<file path="src/rtl/load_store_align.sv">
// RV32I load/store aligner between the MEM stage and a synchronous memory data port.
// Define LSA_MISALIGN_SPLIT_EN to split misaligned halfword/word accesses into two beats.
module load_store_align #(
  parameter int ADDR_W = 32,
  parameter int XLEN   = 32
) (
  input  logic              clk,
  input  logic              rst_n,
  input  logic              req_valid,
  output logic              req_ready,
  input  logic              req_we,
  input  logic [2:0]        req_funct3,
  input  logic [ADDR_W-1:0] req_addr,
  input  logic [XLEN-1:0]   req_wdata,
  output logic [ADDR_W-1:0] mem_addr,
  output logic              mem_ren,
  output logic              mem_wen,
  output logic [XLEN-1:0]   mem_wdata,
  output logic [3:0]        mem_mask,
  input  logic [XLEN-1:0]   mem_rdata,
  output logic              resp_valid,
  output logic [XLEN-1:0]   resp_rdata,
  output logic              fault
);

  typedef enum logic [1:0] {IDLE = 2'd0, SPLIT2 = 2'd1, WAIT_HI = 2'd2} state_t;

  state_t            state_q, state_d;
  logic              rsp_q, rsp_d;
  logic              fault_q, fault_d;
  logic [1:0]        off_q, off_d;
  logic [2:0]        f3_q, f3_d;
  logic [XLEN-1:0]   lo_q, lo_d;
  logic [ADDR_W-1:0] split_addr_q, split_addr_d;
  logic [3:0]        split_mask_q, split_mask_d;
  logic [XLEN-1:0]   split_wdata_q, split_wdata_d;
  logic              split_we_q, split_we_d;

  logic              split_en;
  logic [1:0]        off;
  logic              is_b, is_h, is_w, illegal, misal, split_need;
  logic              do_fault, do_split, accept, go;
  logic [3:0]        lane_mask, beat2_mask;
  logic [XLEN-1:0]   shifted_wdata, lane_wdata, beat2_wdata;
  logic [ADDR_W-1:0] word_addr, next_word_addr;

`ifdef LSA_MISALIGN_SPLIT_EN
  assign split_en = 1'b1;
`else
  assign split_en = 1'b0;
`endif

  function automatic logic [XLEN-1:0] extend(input logic [XLEN-1:0] w, input logic [2:0] f3);
    case (f3)
      3'b000:  return {{(XLEN-8){w[7]}}, w[7:0]};
      3'b001:  return {{(XLEN-16){w[15]}}, w[15:0]};
      3'b100:  return {{(XLEN-8){1'b0}}, w[7:0]};
      3'b101:  return {{(XLEN-16){1'b0}}, w[15:0]};
      default: return w;
    endcase
  endfunction

  // Handshake: a request transfers on a cycle where req_valid & req_ready; only SPLIT2 drops ready.
  assign req_ready = (state_q != SPLIT2);
  assign accept    = req_valid & req_ready;

  always_comb begin
    off            = req_addr[1:0];
    is_b           = (req_funct3[1:0] == 2'b00);
    is_h           = (req_funct3[1:0] == 2'b01);
    is_w           = (req_funct3[1:0] == 2'b10);
    illegal        = (req_funct3[1:0] == 2'b11) | (req_we & req_funct3[2]) | (req_funct3 == 3'b110);
    misal          = (is_h & off[0]) | (is_w & (off != 2'b00));
    split_need     = split_en & ((is_h & (off == 2'b11)) | (is_w & (off != 2'b00)));
    do_fault       = illegal | (misal & ~split_en);
    do_split       = ~illegal & split_need;
    go             = accept & ~do_fault;
    word_addr      = {req_addr[ADDR_W-1:2], 2'b00};
    next_word_addr = {req_addr[ADDR_W-1:2] + {{(ADDR_W-3){1'b0}}, 1'b1}, 2'b00};
    shifted_wdata  = req_wdata << {off, 3'b000};

    // Shifting the lane pattern and truncating to 4 bits also yields the first-beat mask.
    if (is_b)      lane_mask = 4'b0001 << off;
    else if (is_h) lane_mask = 4'b0011 << off;
    else           lane_mask = 4'b1111 << off;

    if (is_b)                lane_wdata = {4{req_wdata[7:0]}};
    else if (is_h & ~off[0]) lane_wdata = {2{req_wdata[15:0]}};
    else                     lane_wdata = shifted_wdata;

    case (off)
      2'b01:   begin beat2_mask = 4'b0001;                 beat2_wdata = req_wdata >> 24; end
      2'b10:   begin beat2_mask = 4'b0011;                 beat2_wdata = req_wdata >> 16; end
      2'b11:   begin beat2_mask = is_h ? 4'b0001 : 4'b0111; beat2_wdata = req_wdata >> 8;  end
      default: begin beat2_mask = 4'b0000;                 beat2_wdata = '0;              end
    endcase
  end

  always_comb begin
    state_d       = state_q;
    mem_addr      = '0;
    mem_ren       = 1'b0;
    mem_wen       = 1'b0;
    mem_mask      = 4'b0000;
    mem_wdata     = '0;
    lo_d          = lo_q;
    split_addr_d  = split_addr_q;
    split_mask_d  = split_mask_q;
    split_wdata_d = split_wdata_q;
    split_we_d    = split_we_q;
    case (state_q)
      SPLIT2: begin
        mem_addr  = split_addr_q;
        mem_ren   = ~split_we_q;
        mem_wen   = split_we_q;
        mem_mask  = split_mask_q;
        mem_wdata = split_we_q ? split_wdata_q : '0;
        // Beat-1 read data is on mem_rdata now; keep its upper lanes right-justified.
        if (!split_we_q) lo_d = mem_rdata >> {off_q, 3'b000};
        state_d   = split_we_q ? IDLE : WAIT_HI;
      end
      default: begin
        state_d = IDLE;
        if (go) begin
          mem_addr  = word_addr;
          mem_ren   = ~req_we;
          mem_wen   = req_we;
          mem_mask  = lane_mask;
          mem_wdata = req_we ? lane_wdata : '0;
          if (do_split) begin
            state_d       = SPLIT2;
            split_addr_d  = next_word_addr;
            split_mask_d  = beat2_mask;
            split_wdata_d = beat2_wdata;
            split_we_d    = req_we;
          end
        end
      end
    endcase
  end

  always_comb begin
    rsp_d   = go & ~req_we & ~do_split;
    fault_d = accept & do_fault;
    off_d   = off_q;
    f3_d    = f3_q;
    if (go & ~req_we) begin
      off_d = off;
      f3_d  = req_funct3;
    end
  end

  // Load metadata is registered; the returned word is extracted in the cycle it arrives.
  assign resp_valid = rsp_q | (state_q == WAIT_HI);
  assign fault      = fault_q;

  always_comb begin
    resp_rdata = '0;
    if (state_q == WAIT_HI)
      resp_rdata = extend(lo_q | (mem_rdata << {(3'd4 - {1'b0, off_q}), 3'b000}), f3_q);
    else if (rsp_q)
      resp_rdata = extend(mem_rdata >> {off_q, 3'b000}, f3_q);
  end

  always_ff @(posedge clk or negedge rst_n) begin
    if (!rst_n) begin
      state_q       <= IDLE;
      rsp_q         <= 1'b0;
      fault_q       <= 1'b0;
      off_q         <= 2'b00;
      f3_q          <= 3'b000;
      lo_q          <= '0;
      split_addr_q  <= '0;
      split_mask_q  <= 4'b0000;
      split_wdata_q <= '0;
      split_we_q    <= 1'b0;
    end else begin
      state_q       <= state_d;
      rsp_q         <= rsp_d;
      fault_q       <= fault_d;
      off_q         <= off_d;
      f3_q          <= f3_d;
      lo_q          <= lo_d;
      split_addr_q  <= split_addr_d;
      split_mask_q  <= split_mask_d;
      split_wdata_q <= split_wdata_d;
      split_we_q    <= split_we_d;
    end
  end

endmodule

</file>
<file path="config.mk">
export PLATFORM = sky130hd
export DESIGN_NAME = load_store_align
export DESIGN_NICKNAME = d
export VERILOG_FILES = /design/src/rtl/load_store_align.sv
export SDC_FILE = /design/constraint.sdc
export NUM_CORES = 1
export LEC_CHECK = 0
export ABC_CLOCK_PERIOD_IN_PS = 3950
export BUFFER_PORTS_ARGS = -buffer_cell sky130_fd_sc_hd__buf_2
export CAP_MARGIN = 20
export CORE_MARGIN = 4
export CORE_UTILIZATION = 26
export DETAILED_ROUTE_END_ITERATION = 6
export GPL_ROUTABILITY_DRIVEN = 0
export PLACE_DENSITY = 0.7
export SLEW_MARGIN = 25
export SYNTH_ARGS = -nofsm -noshare
export SYNTH_HDL_FRONTEND = slang
export SYNTH_SLANG_ARGS = --single-unit
</file>
<file path="constraint.sdc">
create_clock -name clk -period 3.95 [get_ports clk]
set_input_delay 0.395 -clock clk [delete_from_list [all_inputs] [get_ports clk]]
set_output_delay 0.395 -clock clk [all_outputs]
set_load 0.005 [all_outputs]
</file>
==> impl_results.md <==
* Seq cells post-synth at 7
* Post-synth EDFFs at 0
* Vias in the first global route at 2,993
* Synth top area share at 0.105
* Design area at 0.00347 mm^2
* Synth cell count leaders: 39 x and2_1, 36 x nand2_1, 25 x mux2i_1
* Crit path max fanout at 28
* Ports at 208
* CTS tree: done
* First-pass GRT wire length at 15,300 um
* DRT Pass-1 Iters at 4
* Crit-path cells: nor2b_1 > a2bb2oi_1 > a2111o_1 > o21ai_0 > buf_2
* Antenna violations before repair at 0
* Gate Count Post-Synth at 329
* Worst EP arrival at 2700 ps
* Cell area after placement at 0.00341 mm^2
* Max incr delay on CP at 850 ps
* Initial Utilization at 0.270
* R2R Path End: off_q[1]
* Fin crit share at 0.783
* Post-Route WL at 9760 um
* CTS max path bufs at 2
* Count leader, synth: and2_1
* RR Startpoint: off_q[1]
* Die Y at 104 um
* Pwr Density at 188 mW/mm^2
* Seq/Total Area, Yosys at 0.0734
* # diodes at 0
* Number of buffers created by CTS at 3
* Core Area at 0.00885 mm^2
* Worst Max-Slew Pin Slew at 783 ps
* Worst Path Buf+Inv at 1
* Crit path kind: flip-flop to output port
* Slew HR at 0.478
* Hold_sp: req_valid
* Syn_area_per_cell at 7.26 um^2
* Final setup viols at 0
* Die footprint at 0.0108 mm^2
* Port Buffer Count at 204
* CP endpoint kind: output port
* Clock latency on the worst-skew pair at 220 ps
* Detailed Place HPWL at 7910 um
* Worst Path Required at 3560 ps
* Layout cells sized above 1 at 0.466
* Worst min path class: input pin to flip-flop
* Hold Path Stages at 2
* Lkg Pwr at 2.11 nW
* Fin. Hold Viols at 0
* Post-route antenna net violation count at 0
* Count of yosys warnings during synthesis at 0
* Max Cap Violations at 0
* Crit path max-delay family: compound AO/OA/AOI/OAI gates
* Pin count of the biggest net entering global routing at 36
* Mapped Area at 0.00239 mm^2
* Site Rows at 34
* Multi-input gate area at 0.00200 mm^2
* Fillcell total at 932
* Synth area leader: mux2i_1
* Clock sinks at 7
* Maximum VDD drop at 0.0913 mV
* Die Span X at 104 um
* Final net count at 613
* Drt drc at 0
* Worst-path clk slew at 50 ps
* Post-layout min period at 3090 ps
* CTS H-tree lvls at 1
* Total gr overflow at 0
* CP startpoint kind: flip-flop
* CTS root buf: clkbuf_8
* WL per Instance at 15.8 um
* Ys flop type: dfrtp_1
* Setup TNS Final at 0 ps
* Fmax at 0.323 GHz
* Vias per cell at 5.16
* Fin Clk Skew at 0 ps
* R2R cell count at 1
* Hold EP: fault
* Top post-synthesis cells by area: mux2i_1 10%, and2_1 10%, mux4_2 7.5%
* Slowest library cell on the worst path: dfrtp_1
* FF/Latch Area at 175 um^2
* Outcome: finished, final reports clean
* Gr usage total at 0.166
* RSZ-0062 raised after global routing: no
* Area growth syn-to-layout at 45.2%
* Via count at 3,184
* Pins Over Slew Limit at 0
* Flop2flop setup slack at 2780 ps
* Violation count after the first detailed-route iteration at 248
* Library cells used by synthesis at 40
* FFs w/ async S/R, synth at 1.00
-- layer usage --
layer,vias up,global-route usage,wire length [um]
li1,1540,-,-
met1,1466,0.202,3900
met2,160,0.286,4800
met3,18,0.0404,824
met4,0,0.0551,236
met5,-,0,0
-- registers in the layout, summed over array words and instances (netlist names) --
signal  count
f3_q        3
off_q       2
fault       1
rsp_q       1
-- kinds of logic (layout without fill, tap and decap cells) --
kind of cell,after synthesis,count (layout),share of synthesized area
AO/OA/AOI/OAI,99,99,0.301
buffers and inverters,46,225,0.0907
flip-flops,7,7,0.0734
multiplexers,45,45,0.245
other,2,3,0.00315
AND/OR/NAND/NOR,130,130,0.287
-- layout make-up --
cell class                 count  share of cell area
inverter                      11              0.0119
timing repair buffer         210               0.308
multi-input combinational    277               0.577
clock buffer                   3              0.0119
sequential                     7              0.0505
tap                          108              0.0390
clock inverter                 1             0.00144
-- cells in the final DEF (no fill, tap or decap), types with 2 or more instances in the layout --
cell type and count:
nor3_1 4, mux4_2 8, a211oi_1 2, nor2b_1 19, mux2_4 5, a22oi_1 16
o211a_1 14, a22o_1 8, inv_1 11, clkbuf_8 3, nor2_1 17, o22ai_1 7
a21oi_1 16, o21ai_0 18, nand2b_1 3, buf_4 5, nand2_1 36, conb_1 3
and2_1 39, mux2i_1 25, a2bb2oi_1 2, mux2_2 7, o22a_1 8, dfrtp_1 7
and3_1 8, buf_2 204
-- per-stage QoR --
step / utilization / hold slack [ps] / total power, W / setup WS (ps) / cells
detailed placement: 0.385 / 240 / 0.000548 / 1140 / 612
global placement: 0.385 / 231 / 0.000535 / 1270 / 612
CTS: 0.392 / 440 / 0.000652 / 896 / 617
floorplan: - / 99.4 / 0.000403 / 1910 / 330
global route: 0.392 / 455 / 0.000703 / 644 / 617
finish: 0.392 / 446 / 0.000652 / 858 / 617
-- how the worst max path moves through the flow --
stage,start,endpoint,slack (ps),depth (start not counted)
finish,off_q[1],resp_rdata[22],860,5
global route,off_q[1],resp_rdata[17],640,5
CTS,off_q[1],resp_rdata[18],900,5
detailed placement,off_q[1],resp_rdata[18],1140,5
global placement,off_q[1],resp_rdata[20],1270,5
floorplan,req_addr[0],mem_wdata[16],1910,6
-- power by group --
part | switching [W] | internal (W)
Clock | 0.0000330 | 0.0000684
Combinational | 0.000201 | 0.000218
Sequential | 0.0000469 | 0.0000852
Total | 0.000281 | 0.000371
-- repair_timing --
item	in CTS	in global routing
buffers inserted	0	0
endpoints found under the hold margin	5	0
hold buffers	1	0
gates resized for setup	0	0
Power figures use the tool's default switching activity.
